--- config.mk ---
export PLATFORM = sky130hd
export DESIGN_NAME = seq_shift_unit
export DESIGN_NICKNAME = d
export VERILOG_FILES = /design/src/rtl/alu_pkg.sv /design/src/rtl/seq_shift_unit_shift_step.sv /design/src/rtl/seq_shift_unit.sv
export SDC_FILE = /design/constraint.sdc
export NUM_CORES = 1
export LEC_CHECK = 0
export CAP_MARGIN = 20
export CORE_MARGIN = 1
export CORE_UTILIZATION = 40
export CTS_BUF_LIST = sky130_fd_sc_hd__clkbuf_4
export DETAILED_ROUTE_END_ITERATION = 8
export GPL_TIMING_DRIVEN = 0
export HOLD_SLACK_MARGIN = 0.12
export PLACE_DENSITY = 0.68
export SLEW_MARGIN = 20
export SYNTH_ARGS = -nofsm -noshare
export SYNTH_HDL_FRONTEND = slang
export SYNTH_HIERARCHICAL = 1
export SYNTH_SLANG_ARGS = --single-unit
--- constraint.sdc ---
create_clock -name clk -period 2.84 [get_ports clk]
set_clock_uncertainty 0.05 [all_clocks]
set_input_delay 0.568 -clock clk [delete_from_list [all_inputs] [get_ports clk]]
set_output_delay 0.568 -clock clk [all_outputs]
set_load 0.03 [all_outputs]
--- src/rtl/alu_pkg.sv ---
// Shared ALU definitions: shift opcodes, shift-unit FSM state encoding and an opcode legality helper.
package alu_pkg;

    localparam logic [4:0] ROR_OP  = 5'b00111;
    localparam logic [4:0] ROL_OP  = 5'b01000;
    localparam logic [4:0] SHR_OP  = 5'b01001;
    localparam logic [4:0] SHRA_OP = 5'b01010;
    localparam logic [4:0] SHL_OP  = 5'b01011;

    typedef enum logic [1:0] {
        S_IDLE  = 2'd0,
        S_SHIFT = 2'd1,
        S_DONE  = 2'd2
    } state_e;

    function automatic logic is_shift_op(input logic [4:0] op);
        return (op == ROR_OP) || (op == ROL_OP) || (op == SHR_OP) ||
               (op == SHRA_OP) || (op == SHL_OP);
    endfunction

endpackage

--- src/rtl/seq_shift_unit_shift_step.sv ---
// Combinational op-selected shift by a fixed distance DIST (1 for the iterative path,
// a power of two for each barrel stage). Unknown opcodes pass the data through.
module shift_step
    import alu_pkg::*;
#(
    parameter int unsigned WIDTH = 32,
    parameter int unsigned DIST  = 1
) (
    input  logic [4:0]       op_i,
    input  logic [WIDTH-1:0] data_i,
    output logic [WIDTH-1:0] data_o
);

    always_comb begin
        data_o = data_i;
        case (op_i)
            SHR_OP:  data_o = data_i >> DIST;
            SHRA_OP: data_o = $signed(data_i) >>> DIST;
            SHL_OP:  data_o = data_i << DIST;
            ROR_OP:  data_o = (data_i >> DIST) | (data_i << (WIDTH - DIST));
            ROL_OP:  data_o = (data_i << DIST) | (data_i >> (WIDTH - DIST));
            default: data_o = data_i;
        endcase
    end

endmodule

--- src/rtl/seq_shift_unit.sv ---
// Multi-cycle shift/rotate unit with start/busy/done handshake.
// Define SEQ_SHIFT_BARREL_EN to replace the 1-bit/cycle loop with a single-cycle barrel shifter.
module seq_shift_unit
    import alu_pkg::*;
#(
    parameter int unsigned WIDTH = 32
) (
    input  logic             clk,
    input  logic             clr,
    input  logic             start,
    input  logic [4:0]       op_code,
    input  logic [WIDTH-1:0] operand,
    input  logic [WIDTH-1:0] amount,
    output logic             busy,
    output logic             done,
    output logic [WIDTH-1:0] result,
    output logic             illegal_op
);

    localparam int unsigned AMT_W = $clog2(WIDTH);

    state_e           state_q, state_d;
    logic [4:0]       op_q, op_d;
    logic [WIDTH-1:0] work_q, work_d;
    logic [WIDTH-1:0] result_q, result_d;
    logic [AMT_W-1:0] count_q, count_d;
    logic             illegal_q, illegal_d;
    logic [WIDTH-1:0] step_out;
    logic [AMT_W-1:0] amt;
    logic             unused_amount_hi;

    // Shift count is taken modulo WIDTH; the upper amount bits are ignored.
    assign amt              = amount[AMT_W-1:0];
    assign unused_amount_hi = ^amount[WIDTH-1:AMT_W];

    shift_step #(
        .WIDTH (WIDTH),
        .DIST  (1)
    ) u_step (
        .op_i   (op_q),
        .data_i (work_q),
        .data_o (step_out)
    );

`ifdef SEQ_SHIFT_BARREL_EN
    logic [WIDTH-1:0] barrel_out;

    // Stage s shifts by 2**s when amount bit s is set; stages chain LSB first.
    for (genvar s = 0; s < AMT_W; s++) begin : g_barrel
        logic [WIDTH-1:0] stage_in;
        logic [WIDTH-1:0] shifted;
        logic [WIDTH-1:0] stage_out;
        if (s == 0) begin : g_first
            assign stage_in = operand;
        end else begin : g_next
            assign stage_in = g_barrel[s-1].stage_out;
        end
        shift_step #(
            .WIDTH (WIDTH),
            .DIST  (1 << s)
        ) u_stage (
            .op_i   (op_code),
            .data_i (stage_in),
            .data_o (shifted)
        );
        assign stage_out = amt[s] ? shifted : stage_in;
    end

    assign barrel_out = g_barrel[AMT_W-1].stage_out;
`endif

    always_comb begin
        state_d   = state_q;
        op_d      = op_q;
        work_d    = work_q;
        result_d  = result_q;
        count_d   = count_q;
        illegal_d = illegal_q;
        case (state_q)
            S_IDLE: begin
                if (start) begin
                    op_d      = op_code;
                    work_d    = operand;
                    count_d   = amt;
                    illegal_d = 1'b0;
                    if (!is_shift_op(op_code)) begin
                        illegal_d = 1'b1;
                        result_d  = operand;
                        state_d   = S_DONE;
                    end else if (amt == '0) begin
                        result_d = operand;
                        state_d  = S_DONE;
                    end else begin
`ifdef SEQ_SHIFT_BARREL_EN
                        work_d   = barrel_out;
                        result_d = barrel_out;
                        count_d  = '0;
                        state_d  = S_DONE;
`else
                        state_d  = S_SHIFT;
`endif
                    end
                end
            end
            S_SHIFT: begin
                work_d  = step_out;
                count_d = count_q - AMT_W'(1);
                if (count_q == AMT_W'(1)) begin
                    result_d = step_out;
                    state_d  = S_DONE;
                end
            end
            S_DONE: begin
                state_d = S_IDLE;
            end
            default: begin
                state_d = S_IDLE;
            end
        endcase
    end

    always_ff @(posedge clk) begin
        if (clr) begin
            state_q   <= S_IDLE;
            op_q      <= '0;
            work_q    <= '0;
            result_q  <= '0;
            count_q   <= '0;
            illegal_q <= 1'b0;
        end else begin
            state_q   <= state_d;
            op_q      <= op_d;
            work_q    <= work_d;
            result_q  <= result_d;
            count_q   <= count_d;
            illegal_q <= illegal_d;
        end
    end

    assign busy       = (state_q == S_SHIFT);
    assign done       = (state_q == S_DONE);
    assign result     = result_q;
    assign illegal_op = illegal_q;

endmodule

==> out/metrics.csv, run 1 <==
metric,value,unit
status,completed,
PortBufs,78,
final setup fails,0,
Layout area overhead,24.6,%
Synth Area in Compound Gates,29.5,%
hold path startpoint,result[10],
initial antenna violation count,0,
1st-iter DRT viols,265,
# rows,38,
met3 WL,808,um
leakage power,2.20,nW
YS warnings,6,
Yosys top cell area share,34.2,%
Worst VDD drop,0.000225,V
Final Routed Wirelength,13100,um
# nets final,722,
Least-Margin Pin Slew,0.729,ns
drt first pass iters,5,
Starting Density,41.3,%
Post-synth ARST share,0,%
Final Wtd Congestion,0.874,
# diodes,0,
critical path peak fanout,10,
FF-to-FF Start,op_q[1],
post-route design area,5620,um^2
element type at the critical path end,primary output,
dpl hpwl,9540,um
Worst Hold Depth,2,
Die Height,108,um
Num CTS Buffers,9,
post-DR vias/cell,5.65,
max cap viols,0,
vias in the first global route,4325,
FF-to-FF setup slack,0.51,ns
worst hold endpoint,result[10],
distinct cell type count after synthesis,46,
met2 wire length,5980,um
DP Worst Slack,0.150,ns
setup tns final,0,ns
hold crit path type,register to register,
CTS tree,done,
CTS H-Tree Depth,3,
"Clk pin slew, worst setup/hold paths",0.14,ns
CTS Sinks,77,
worst r2r path cells,8,
reg-to-reg endpoint,result[25],
Synth area leader,dfxtp_1,
CTS root buf,clkbuf_4,
Critical Path RT,2.22,ns
core area,10900,um^2
Die Span X,108,um
Post-Synth XOR/XNOR Area,0.194,%
Ports,107,
grt ovf,0,
global-route wire length before repair,21400,um
placed cell area,5470,um^2
Simple-Gate Fraction of Synth Area,18.7,%
largest family of logic cells by synthesized area,compound AO/OA/AOI/OAI gates,
Syn Std Cell Area,4510,um^2
fin crit period,2.71,ns
filler instances,1080,
"Slew Viols, Final",0,
highest metal used,met4,
insertion delay to the later sink of the worst-skew pair,0.43,ns
crit share post-route,95.5,%
M1 wire length,5960,um
Post-synth top flop,dfxtp_1,
DRT antenna net count,0,
Max Fclk,369,MHz
type of origin of the critical path,register,
vias post-DR,4477,
CP Class,register to primary output,
mean cell area of the mapped netlist,8.07,um^2
unrepaired setup endpoints after global routing,false,
WP data arrival,2.10,ns
PwrDens,497,nW/um^2
multiplexer share of the synthesized area,5.91,%
hold_buf cts,0,
post-layout worst setup margin,0.127,ns
largest net degree at the start of global routing,13,
layout cells sized above 1,10.3,%
GRT Overall Usage,23.3,%
clock buffer depth,2,
Die ar.,11700,um^2
postcts setup bufs,0,
number of flops mapped to enable cells by yosys,0,
routed len/inst,16.5,um
synthesized net count,633,
Post-Syn Instances,559,
Area contributors post-synth,"dfxtp_1 (34%), a211oi_1 (7.7%), nand2_1 (7.2%)",
post-synthesis sequential area ratio,34.2,%
Final Hold Viols,0,
Post-Synth Adder-Cell Area,0.555,%
# DRC,0,
Slew headroom,51.4,%
"flops & latches, synth",77,
## area by class of cell
cell class	count	area [um^2]	share of cell area (%)
tap	140	175	3.12
clock buffer	11	82.6	1.47
sequential	77	1540	27.4
inverter	61	229	4.07
buffer	53	265	4.72
multi-input combinational	368	2480	44.0
timing repair buffer	78	779	13.9
clock inverter	4	73.8	1.31
## Yosys cell counts, types with 10 or more instances
cell type / n
a2111oi_0: 10
a211oi_1: 46
a211oi_2: 11
a22oi_1: 30
a311oi_1: 23
buf_2: 17
clkbuf_1: 23
dfxtp_1: 77
inv_1: 61
mux2_2: 10
mux2i_1: 14
nand2_1: 87
nand3b_1: 24
nor2_1: 47
o211ai_1: 24
## timing repair
action	4_1_cts	5_1_grt
gates resized for setup	1	0
endpoints found under the hold margin	0	0
endpoints found under the setup margin	1	0
## kinds of logic after synthesis
logic type / after synthesis
compound gates: 163
xor+xnor: 1
fa+ha+maj: 2
buf+inv: 114
flops: 77
mux: 25
simple gates: 177
## per-layer routing
layer | GRT usage (%) | vias up
li1 | - | 2177
met1 | 30.9 | 2083
met2 | 38.0 | 186
met3 | 2.89 | 31
met4 | 9.78 | 0
met5 | 0 | -
## registers in the layout, indices dropped and copies added (netlist names)
| name | count |
|---|---|
| result | 32 |
| work_q | 32 |
| count_q | 5 |
| op_q | 5 |
| state_q | 2 |
| illegal_op | 1 |
## worst max-delay path, cell delays in order (launching register included)
cell and delay [ns]:
dfxtp_1 0.40, nand2b_1 0.19, inv_1 0.09, buf_2 0.27
clkdlybuf4s50_1 0.73
## metrics by stage
step           cells  total power, mW  hold slack, ns  util, %
2_1_floorplan    559             1.76           0.441        -
3_3_place_gp     777             2.02           0.397     50.0
3_5_place_dp     777             2.04           0.401     50.0
4_1_cts          792             2.81           0.420     51.4
5_1_grt          792             2.93           0.439     51.4
6_report         792             2.79           0.416     51.4
## worst max path at each step
stage / endpoint / cells past startpoint / slack [ns] / start
final: busy / 4 / 0.13 / state_q[1]
after global routing: busy / 4 / 0.02 / state_q[1]
after global placement: result[5] / 6 / 0.18 / op_code[3]
after detailed placement: result[7] / 6 / 0.15 / op_code[3]
after CTS: busy / 4 / 0.12 / state_q[1]
after floorplan: result[27] / 8 / 0.86 / op_q[0]
## cells in the final DEF, fill, tap and decap left out, drive strengths merged, types with 2 or more instances in the layout
cell	count
a2bb2oi	2
nor3b	3
dfxtp	77
nor2b	4
mux2	10
mux2i	15
clkinv	2
inv	61
a21oi	5
nor3	2
clkdlybuf4s50	77
nor2	47
a22oi	30
ha	2
bufinv	2
nand3b	24
nor4b	2
a211o	2
a211oi	57
nand4b	2
nand2	87
a2111oi	10
nand2b	3
clkbuf	34
o211ai	24
a311oi	23
buf	30
## where the power goes
group          internal [mW]  leakage (nW)  total [mW]  switching (mW)
Clock                  0.373        0.0869       0.772           0.399
Sequential              1.18         0.638        1.26          0.0854
Combinational          0.338          1.48       0.755           0.418
Total                   1.89          2.20        2.79           0.902
(Power assumes the default switching activity.)
==> run 2: changes to the inputs <==
--- a/config.mk
+++ b/config.mk
@@ -5,10 +5,12 @@
 export SDC_FILE = /design/constraint.sdc
 export NUM_CORES = 1
 export LEC_CHECK = 0
+export ABC_CLOCK_PERIOD_IN_PS = 2840
 export CAP_MARGIN = 20
 export CORE_MARGIN = 1
 export CORE_UTILIZATION = 40
 export CTS_BUF_LIST = sky130_fd_sc_hd__clkbuf_4
+export CTS_CLUSTER_DIAMETER = 200
 export DETAILED_ROUTE_END_ITERATION = 8
 export GPL_TIMING_DRIVEN = 0
 export HOLD_SLACK_MARGIN = 0.12
==> results of run 2 <==
Same layout as run 1: the final DEF is identical, and so are final timing and power.
==> run 3: changes to the inputs <==
--- a/config.mk
+++ b/config.mk
@@ -8,13 +8,13 @@
 export ABC_CLOCK_PERIOD_IN_PS = 2840
 export CAP_MARGIN = 20
 export CORE_MARGIN = 1
-export CORE_UTILIZATION = 40
+export CORE_UTILIZATION = 52
 export CTS_BUF_LIST = sky130_fd_sc_hd__clkbuf_4
 export CTS_CLUSTER_DIAMETER = 200
 export DETAILED_ROUTE_END_ITERATION = 8
 export GPL_TIMING_DRIVEN = 0
 export HOLD_SLACK_MARGIN = 0.12
-export PLACE_DENSITY = 0.68
+export PLACE_DENSITY = 0.85
 export SLEW_MARGIN = 20
 export SYNTH_ARGS = -nofsm -noshare
 export SYNTH_HDL_FRONTEND = slang
==> out/metrics.csv, run 3 (synthesis results as in run 1) <==
metric,value,unit,change
status,completed,,unchanged
post-route design area,5560,um^2,was 5620 um^2
max cap viols,0,,unchanged
Critical Path RT,2.22,ns,about the same
vias in the first global route,4520,,was 4325
post-DR vias/cell,6.22,,was 5.65
global-route wire length before repair,22200,um,was 21400 um
Slew headroom,39.3,%,was 51.4%
"commonest non-fill, non-tap cell in the layout",nand2_1,,unchanged
element type at the critical path end,primary output,,unchanged
DRT antenna net count,0,,unchanged
clock buffer depth,2,,unchanged
unrepaired setup endpoints after global routing,false,,unchanged
Layout area overhead,23.3,%,was 24.6%
fin util,67.0,%,was 51.4%
insertion delay to the later sink of the worst-skew pair,0.43,ns,about the same
crit-path cells,nand2b_1 > inv_1 > buf_2 > clkdlybuf4s50_1,,unchanged
Max Fclk,370,MHz,was 369 MHz
Least-Margin Pin Slew,0.908,ns,was 0.729 ns
Final Hold Viols,0,,unchanged
"Slew Viols, Final",0,,unchanged
hold crit path type,register to register,,unchanged
# nets final,722,,unchanged
type of origin of the critical path,register,,unchanged
hold path startpoint,result[12],,was result[10]
CP Class,register to primary output,,unchanged
filler instances,710,,was 1080
core area,8300,um^2,was 10900 um^2
layout cells sized above 1,10.4,%,was 10.3%
"Clk pin slew, worst setup/hold paths",0.14,ns,about the same
worst hold endpoint,result[12],,was result[10]
Die Height,95.2,um,was 108 um
FF-to-FF Start,op_q[0],,was op_q[1]
drt first pass iters,6,,was 5
worst path bufs/invs,3,,unchanged
routed len/inst,18.1,um,was 16.5 um
CTS tree,done,,unchanged
Reg area,1540,um^2,unchanged
Starting Density,54.4,%,was 41.3%
Worst VDD drop,0.000333,V,was 0.000225 V
Die ar.,9050,um^2,was 11700 um^2
Ports,107,,unchanged
crit share post-route,95.3,%,was 95.5%
grt ovf,0,,unchanged
CTS H-Tree Depth,3,,unchanged
fin crit period,2.71,ns,about the same
# rows,33,,was 38
Final Routed Wirelength,13700,um,was 13100 um
placed cell area,5420,um^2,was 5470 um^2
Worst Hold Depth,2,,unchanged
CTS Sinks,77,,unchanged
1st-iter DRT viols,464,,was 265
# diodes,0,,unchanged
dpl hpwl,9880,um,was 9540 um
hold_buf cts,0,,unchanged
largest net degree at the start of global routing,14,,was 13
Die Span X,95.2,um,was 108 um
Placed Cells,742,,was 777
Multi-input gate area,2480,um^2,unchanged
"Slowest-stage cell, CP",clkdlybuf4s50_1,,unchanged
DP Worst Slack,-0.0363,ns,was 0.150 ns
vias post-DR,4711,,was 4477
WP data arrival,2.09,ns,was 2.10 ns
CTS root buf,clkbuf_4,,unchanged
GRT Overall Usage,31.9,%,was 23.3%
most frequent cells in the layout,"nand2_1 (87), dfxtp_1 (77), clkdlybuf4s50_1 (77)",,unchanged
max incr delay on CP,0.73,ns,about the same
# DRC,0,,unchanged
Non-Filler Instances,758,,was 792
Num CTS Buffers,9,,unchanged
FF-to-FF setup slack,0.42,ns,was 0.51 ns
post-layout worst setup margin,0.135,ns,was 0.127 ns
initial antenna violation count,0,,unchanged
critical path peak fanout,10,,unchanged
cell family with most CP delay,buffers and inverters,,unchanged
PortBufs,78,,unchanged
final setup fails,0,,unchanged
leakage power,2.21,nW,was 2.20 nW
worst r2r path cells,8,,unchanged
reg-to-reg endpoint,result[27],,was result[25]
Final Wtd Congestion,0.925,,was 0.874
PwrDens,490,nW/um^2,was 497 nW/um^2
Design Power,2.73,mW,was 2.79 mW
==> run 3: what timing repair did <==
action	4_1_cts	5_1_grt
endpoints found under the setup margin	0	1
gates resized for setup	0	1
setup buffers	0	0
==> run 3: worst max path at each step <==
stage,start,to,slack [ns],cells after the start
global route,state_q[1],busy,0.04,4
finish,state_q[1],busy,0.13,4
floorplan,op_q[0],result[27],0.86,8
global placement,op_code[3],result[28],0.07,6
detailed placement,op_code[3],result[3],-0.04,6
CTS,state_q[0],done,0.06,4
==> run 3: stage by stage <==
stage | hold WS [ns] | setup TNS (ns)
floorplan | 0.441 | 0
global placement | 0.394 | 0
detailed placement | 0.397 | -0.0467
CTS | 0.418 | 0
global route | 0.435 | 0
finish | 0.413 | 0
==> run 3: final cells by class <==
type	count	area share, %
Clock buffer	10	1.35
Inverter	61	4.12
Buffer	53	4.77
Sequential cell	77	27.7
Tap cell	105	2.36
Multi-Input combinational cell	368	44.5
Clock inverter	6	1.12
Timing Repair Buffer	78	14.1
==> run 3: report_power, final <==
group / leakage (nW) / total (mW) / internal, mW / switching (mW)
Combinational: 1.49 / 0.773 / 0.338 / 0.435
Sequential: 0.638 / 1.27 / 1.18 / 0.0858
Clock: 0.0805 / 0.688 / 0.279 / 0.409
==> run 3: per-layer routing <==
| layer | part of all wire [%] | routed length [um] | track usage, % |
|---|---|---|---|
| met1 | 41 | 5620 | 40.0 |
| met2 | 46 | 6340 | 53.0 |
| met3 | 9.8 | 1340 | 6.14 |
| met4 | 3.1 | 431 | 14.0 |
| met5 | 0 | 0 | 0 |
==> run 3: worst reg2reg max path, delay by kind of cell, from the launching register on <==
| kind | cells | cell delay, ns |
|---|---|---|
| AND/OR/NAND/NOR | 2 | 0.28 |
| buffers and inverters | 1 | 0.21 |
| multiplexers | 1 | 0.27 |
| AO/OA/AOI/OAI | 4 | 1.03 |
| flip-flops | 1 | 0.47 |
